### src/rtl/trial_factor_finder.sv
// Trial-division factor finder: searches upward from divisor 2 for the
// smallest nontrivial factor of a WIDTH-bit product. Each trial runs a
// bit-serial restoring divide. The search stops early once d*d exceeds N,
// which reports the product as prime. Results hold until the next start.
module trial_factor_finder #(
    parameter int WIDTH    = 32,
    parameter bit ODD_ONLY = 1'b1
) (
    input  logic               clk,
    input  logic               reset,
    input  logic               start,
    input  logic [WIDTH-1:0]   product,
    output logic               busy,
    output logic               done,
    output logic [WIDTH/2-1:0] factor_a,
    output logic [WIDTH-1:0]   factor_b,
    output logic               is_prime
);

    localparam int HW = WIDTH / 2;
    localparam int DW = HW + 1;
    localparam int RW = HW + 2;
    localparam int SW = WIDTH + 2;
    localparam int BW = $clog2(WIDTH);

    typedef enum logic [2:0] {
        S_IDLE,
        S_CHECK,
        S_DIVIDE,
        S_EVAL,
        S_DONE
    } state_t;

    state_t           r_state;
    state_t           w_nextState;
    logic [WIDTH-1:0] r_n;
    logic [WIDTH-1:0] r_q;
    logic [DW-1:0]    r_d;
    logic [RW-1:0]    r_rem;
    logic [BW-1:0]    r_bit;
    logic             r_busy;
    logic             r_done;
    logic             r_prime;
    logic [HW-1:0]    r_fa;
    logic [WIDTH-1:0] r_fb;

    // d can reach 2^(WIDTH/2) for products near full scale, so d*d is formed
    // two bits wider than N and can never wrap around.
    logic [SW-1:0]    w_dWide;
    logic [SW-1:0]    w_dSquared;
    logic             w_nBelowTwo;
    logic             w_dTooBig;
    logic [RW-1:0]    w_remShift;
    logic             w_fits;
    logic [RW-1:0]    w_remNext;
    logic [DW-1:0]    w_dNext;

    assign w_dWide     = {{(SW - DW){1'b0}}, r_d};
    assign w_dSquared  = w_dWide * w_dWide;
    assign w_nBelowTwo = (r_n < WIDTH'(2));
    assign w_dTooBig   = (w_dSquared > {2'b00, r_n});

    // One restoring-division step: shift in the next dividend bit, subtract
    // the divisor when it fits and record the matching quotient bit.
    assign w_remShift  = {r_rem[RW-2:0], r_n[r_bit]};
    assign w_fits      = (w_remShift >= {1'b0, r_d});
    assign w_remNext   = w_fits ? (w_remShift - {1'b0, r_d}) : w_remShift;

    // Divisor advance: after 2 only odd candidates when ODD_ONLY is set.
    assign w_dNext = (ODD_ONLY && (r_d == DW'(2))) ? DW'(3)
                   : (r_d + (ODD_ONLY ? DW'(2) : DW'(1)));

    assign busy     = r_busy;
    assign done     = r_done;
    assign factor_a = r_fa;
    assign factor_b = r_fb;
    assign is_prime = r_prime;

    // State register.
    always_ff @(posedge clk) begin
        if (reset) begin
            r_state <= S_IDLE;
        end else begin
            r_state <= w_nextState;
        end
    end

    // Next-state decision for the search sequence.
    always_comb begin
        w_nextState = r_state;
        case (r_state)
            S_IDLE, S_DONE: begin
                if (start) begin
                    w_nextState = S_CHECK;
                end
            end
            S_CHECK: begin
                if (w_nBelowTwo || w_dTooBig) begin
                    w_nextState = S_DONE;
                end else begin
                    w_nextState = S_DIVIDE;
                end
            end
            S_DIVIDE: begin
                if (r_bit == '0) begin
                    w_nextState = S_EVAL;
                end
            end
            S_EVAL: begin
                if (r_rem == '0) begin
                    w_nextState = S_DONE;
                end else begin
                    w_nextState = S_CHECK;
                end
            end
            default: w_nextState = S_IDLE;
        endcase
    end

    // Datapath and result registers; results only change on DONE entry.
    always_ff @(posedge clk) begin
        if (reset) begin
            r_n     <= '0;
            r_q     <= '0;
            r_d     <= '0;
            r_rem   <= '0;
            r_bit   <= '0;
            r_busy  <= 1'b0;
            r_done  <= 1'b0;
            r_prime <= 1'b0;
            r_fa    <= '0;
            r_fb    <= '0;
        end else begin
            case (r_state)
                S_IDLE, S_DONE: begin
                    if (start) begin
                        r_n    <= product;
                        r_d    <= DW'(2);
                        r_busy <= 1'b1;
                        r_done <= 1'b0;
                    end
                end
                S_CHECK: begin
                    if (w_nBelowTwo) begin
                        r_fa    <= r_n[HW-1:0];
                        r_fb    <= r_n;
                        r_prime <= 1'b0;
                        r_busy  <= 1'b0;
                        r_done  <= 1'b1;
                    end else if (w_dTooBig) begin
                        r_fa    <= HW'(1);
                        r_fb    <= r_n;
                        r_prime <= 1'b1;
                        r_busy  <= 1'b0;
                        r_done  <= 1'b1;
                    end else begin
                        r_rem <= '0;
                        r_q   <= '0;
                        r_bit <= BW'(WIDTH - 1);
                    end
                end
                S_DIVIDE: begin
                    r_rem      <= w_remNext;
                    r_q[r_bit] <= w_fits;
                    r_bit      <= r_bit - BW'(1);
                end
                S_EVAL: begin
                    if (r_rem == '0) begin
                        r_fa    <= r_d[HW-1:0];
                        r_fb    <= r_q;
                        r_prime <= 1'b0;
                        r_busy  <= 1'b0;
                        r_done  <= 1'b1;
                    end else begin
                        r_d <= w_dNext;
                    end
                end
                default: begin
                    r_busy <= 1'b0;
                end
            endcase
        end
    end

endmodule

### config.mk
export PLATFORM = sky130hd
export DESIGN_NAME = trial_factor_finder
export DESIGN_NICKNAME = d
export VERILOG_FILES = /design/src/rtl/trial_factor_finder.sv
export SDC_FILE = /design/constraint.sdc
export NUM_CORES = 1
export LEC_CHECK = 0
export CORE_ASPECT_RATIO = 0.8
export CORE_MARGIN = 2
export CORE_UTILIZATION = 35
export DETAILED_ROUTE_END_ITERATION = 10
export PLACE_DENSITY = 0.55
export SLEW_MARGIN = 20
export SYNTH_ARGS = -nofsm -noshare
export SYNTH_HDL_FRONTEND = slang
export SYNTH_SLANG_ARGS = --single-unit
### constraint.sdc
create_clock -name clk -period 22.9 [get_ports clk]
set_input_delay 4.58 -clock clk [delete_from_list [all_inputs] [get_ports clk]]
set_output_delay 4.58 -clock clk [all_outputs]
set_load 0.02 [all_outputs]
==> metrics.txt <==
status=finished, final reports clean; slew margin rel.=0.229; VDD IR-drop max=around 0.000088 V; most common cell in the netlist=inv_1; total gr overflow=0; Longest Clk Path Bufs=2; row count=71; core box area=between 0.04 and 0.05 mm²; detailed-route via count=between 10000 and 15000; Leak=0.00869 µW; Max FO, Critical Path=35; Top-Level Pins=86; Setup Crit Path Kind=register to register; top cells by area, synth=fa_1 (23%), dfxtp_1 (19%), ha_1 (12%); Warnings, synthesis=0; cell area after layout=between 0.015 and 0.02 mm²; setup TNS=0 ns; post-synthesis cell type count=74; DRT iter0 DRCs=1114; number of synthesized flops with an enable pin=0; die span in y=slightly below 200 µm; R2R depth=32; die area=between 0.04 and 0.05 mm²; number of H-tree levels=4; Netlist Area Pre-Place=between 0.015 and 0.02 mm²; most frequent cells after synthesis=inv_1 (320), nand2_1 (306), fa_1 (192); Num CTS Buffers=17; RR Endpoint=factor_b[16]; drt first pass iters=5; ANT cells=0; Critical Path RT=about 23 ns; Synth Instances=slightly below 2000; average cell area after synthesis=~8.4 µm²; initial antenna violation count=0; area of the multi-input gates=around 0.012 mm²; final setup vio count=0; maxcap violations=0; crit path from=r_d[11]; Crit path max-delay family=adder cells; Chip Width=about 250 µm; FMAX=between 90 and 100 MHz; Final Net Count=2404; Vias per Instance=around 5.2; WL/cell=between 15 and 20 µm; fin crit period=about 11 ns; pin count of the biggest net entering global routing=53; startpoint types=register; Worst Skew=between 0.01 and 0.015 ns; Total GRT Usage=0.208; GP Congestion=around 0.87; sequential fraction of the synthesis area=0.190; sequential cell area=~0.0032 mm²; CTS clk-pin slew, worst paths=approximately 0.07 ns; Area Growth Syn to Fin=11.5%; Root Buffer=clkbuf_16; Initial Util=0.354; Critical Path AT=10.86 ns; Final Hold Violating Endpoints=0; Reg-to-Reg Start=r_d[11]; Clock Latency Late Sink=0.45 ns; critical path's largest stage delay=between 0.8 and 0.9 ns; final wirelength=49600 µm; Hold/Removal Path Class=register to register; period utilization=0.459; global-route wire length before repair=78700 µm; post-DP HPWL=just under 40000 µm; vias in the first global route=approximately 14000; worst setup path endpoint=factor_b[16]; Worst Hold Slack=between 0.4 and 0.5 ns; R2R setup slack=between 10 and 15 ns; ys async rst share=0; CTS tree=built; DRC violations left=0; Worst Path Buf+Inv=7; placed cell areas=~0.018 mm²; Worst-Margin Slew=1.15 ns; Post-DRT Antenna Nets=0; RSZ-0062 raised after global routing=false; number of cells on the critical path=32; Syn Nets=between 2000 and 2500; cts repair resizes=0; Main synth FF type=dfxtp_1; Slew Viols, Final=0; IO buf count=85; share of cells above drive strength 1=0.0577; Synth Register Bits=158; post-cts hold buffer count=0; Overall Power=a little under 1000 µW; top cell type's share of synthesized area=0.231; area leader, netlist=fa_1; setup bufs post-CTS=0; Worst setup EP type=register; Slowest cell on crit path=dfxtp_1; Fillers=about 4800; pwr dens=between 50 and 60 mW/mm²; clock sinks=158
worst min path at each step:
stage                           end  slack [ns]  startpoint  cells after the start
final                       r_q[27]        0.46     r_q[27]                      2
after global routing         r_q[2]        0.48      r_q[2]                      2
after CTS                   r_q[27]        0.46     r_q[27]                      2
after detailed placement    r_q[27]        0.46     r_q[27]                      2
after global placement      r_q[27]        0.45     r_q[27]                      2
after floorplan           r_rem[17]        0.43   r_rem[17]                      1
layout by cell type, fill, tap and decap left out, drive strengths merged, types with 4 or more instances in the layout:
cell,synthesis,layout
nor3,16,16
o22ai,26,26
o21ai,65,65
o211ai,5,5
o21a,8,8
ha,162,162
fa,192,192
o221a,33,33
clkbuf,61,19
nand2b,9,9
buf,29,16
inv,325,331
xnor2,47,47
clkdlybuf4s50,0,84
o2bb2ai,7,7
nor4,19,19
o31a,4,4
a31oi,6,6
clkinv,6,12
o21bai,7,7
a211oi,14,14
a32o,12,12
nor2,193,193
xor2,18,18
a21o,16,16
mux2i,5,5
o31ai,18,18
nor2b,5,5
and2,6,6
and3,12,12
nand3,25,25
dfxtp,158,158
a221oi,5,5
mux4,8,8
nand2,306,306
a21oi,103,103
or3,5,5
nand4,12,12
layer usage:
layer,global-route usage,share of wire
met5,0,0
met4,0.0408,0.014
met3,0.0490,0.072
met2,0.318,0.44
met1,0.298,0.48
tightest hold or removal path, delay by kind of cell (launching register included):
family           cells  cell delay (ns)
AO/OA/AOI/OAI        1             0.06
AND/OR/NAND/NOR      1             0.05
flip-flops           1             0.31
final cells by class:
class                   instances  share of cell area
clock buffers                  19              0.0239
clock inverters                13             0.00561
inverters                     331              0.0671
multi-input cells            1407               0.639
flip-flops and latches        158               0.171
well taps                     620              0.0419
repair buffers                100              0.0519
state kept, by name (all words and copies together), names as in the netlist:
register / flops
r_rem: 18
r_n: 32
r_q: 32
factor_b: 32
done: 1
r_bit: 5
busy: 1
is_prime: 1
r_d: 17
r_state: 3
factor_a: 16
per-stage QoR:
stage	worst slack [ns]	cells	utilization
finish	12.38	2648	0.395
global route	11.74	2648	0.395
CTS	12.52	2648	0.395
detailed placement	12.54	2616	0.383
global placement	12.71	2616	0.383
floorplan	14.41	1986	-
kinds of logic after synthesis:
group,Yosys count,synth area share
AND/OR/NAND/NOR,624,0.161
AO/OA/AOI/OAI,349,0.148
buffers and inverters,421,0.0975
adder cells (fa/ha/maj),354,0.353
flip-flops,158,0.190
multiplexers,15,0.0152
XOR/XNOR,65,0.0343
where the power goes:
part	switching (µW)	internal [µW]	leakage, µW	total, µW
logic	237	133	0.00713	370
registers	31.4	294	0.00128	325
clock network	132	144	0.000271	276
total	401	571	0.00869	972
Note: power is estimated with default switching activity, not from simulation.
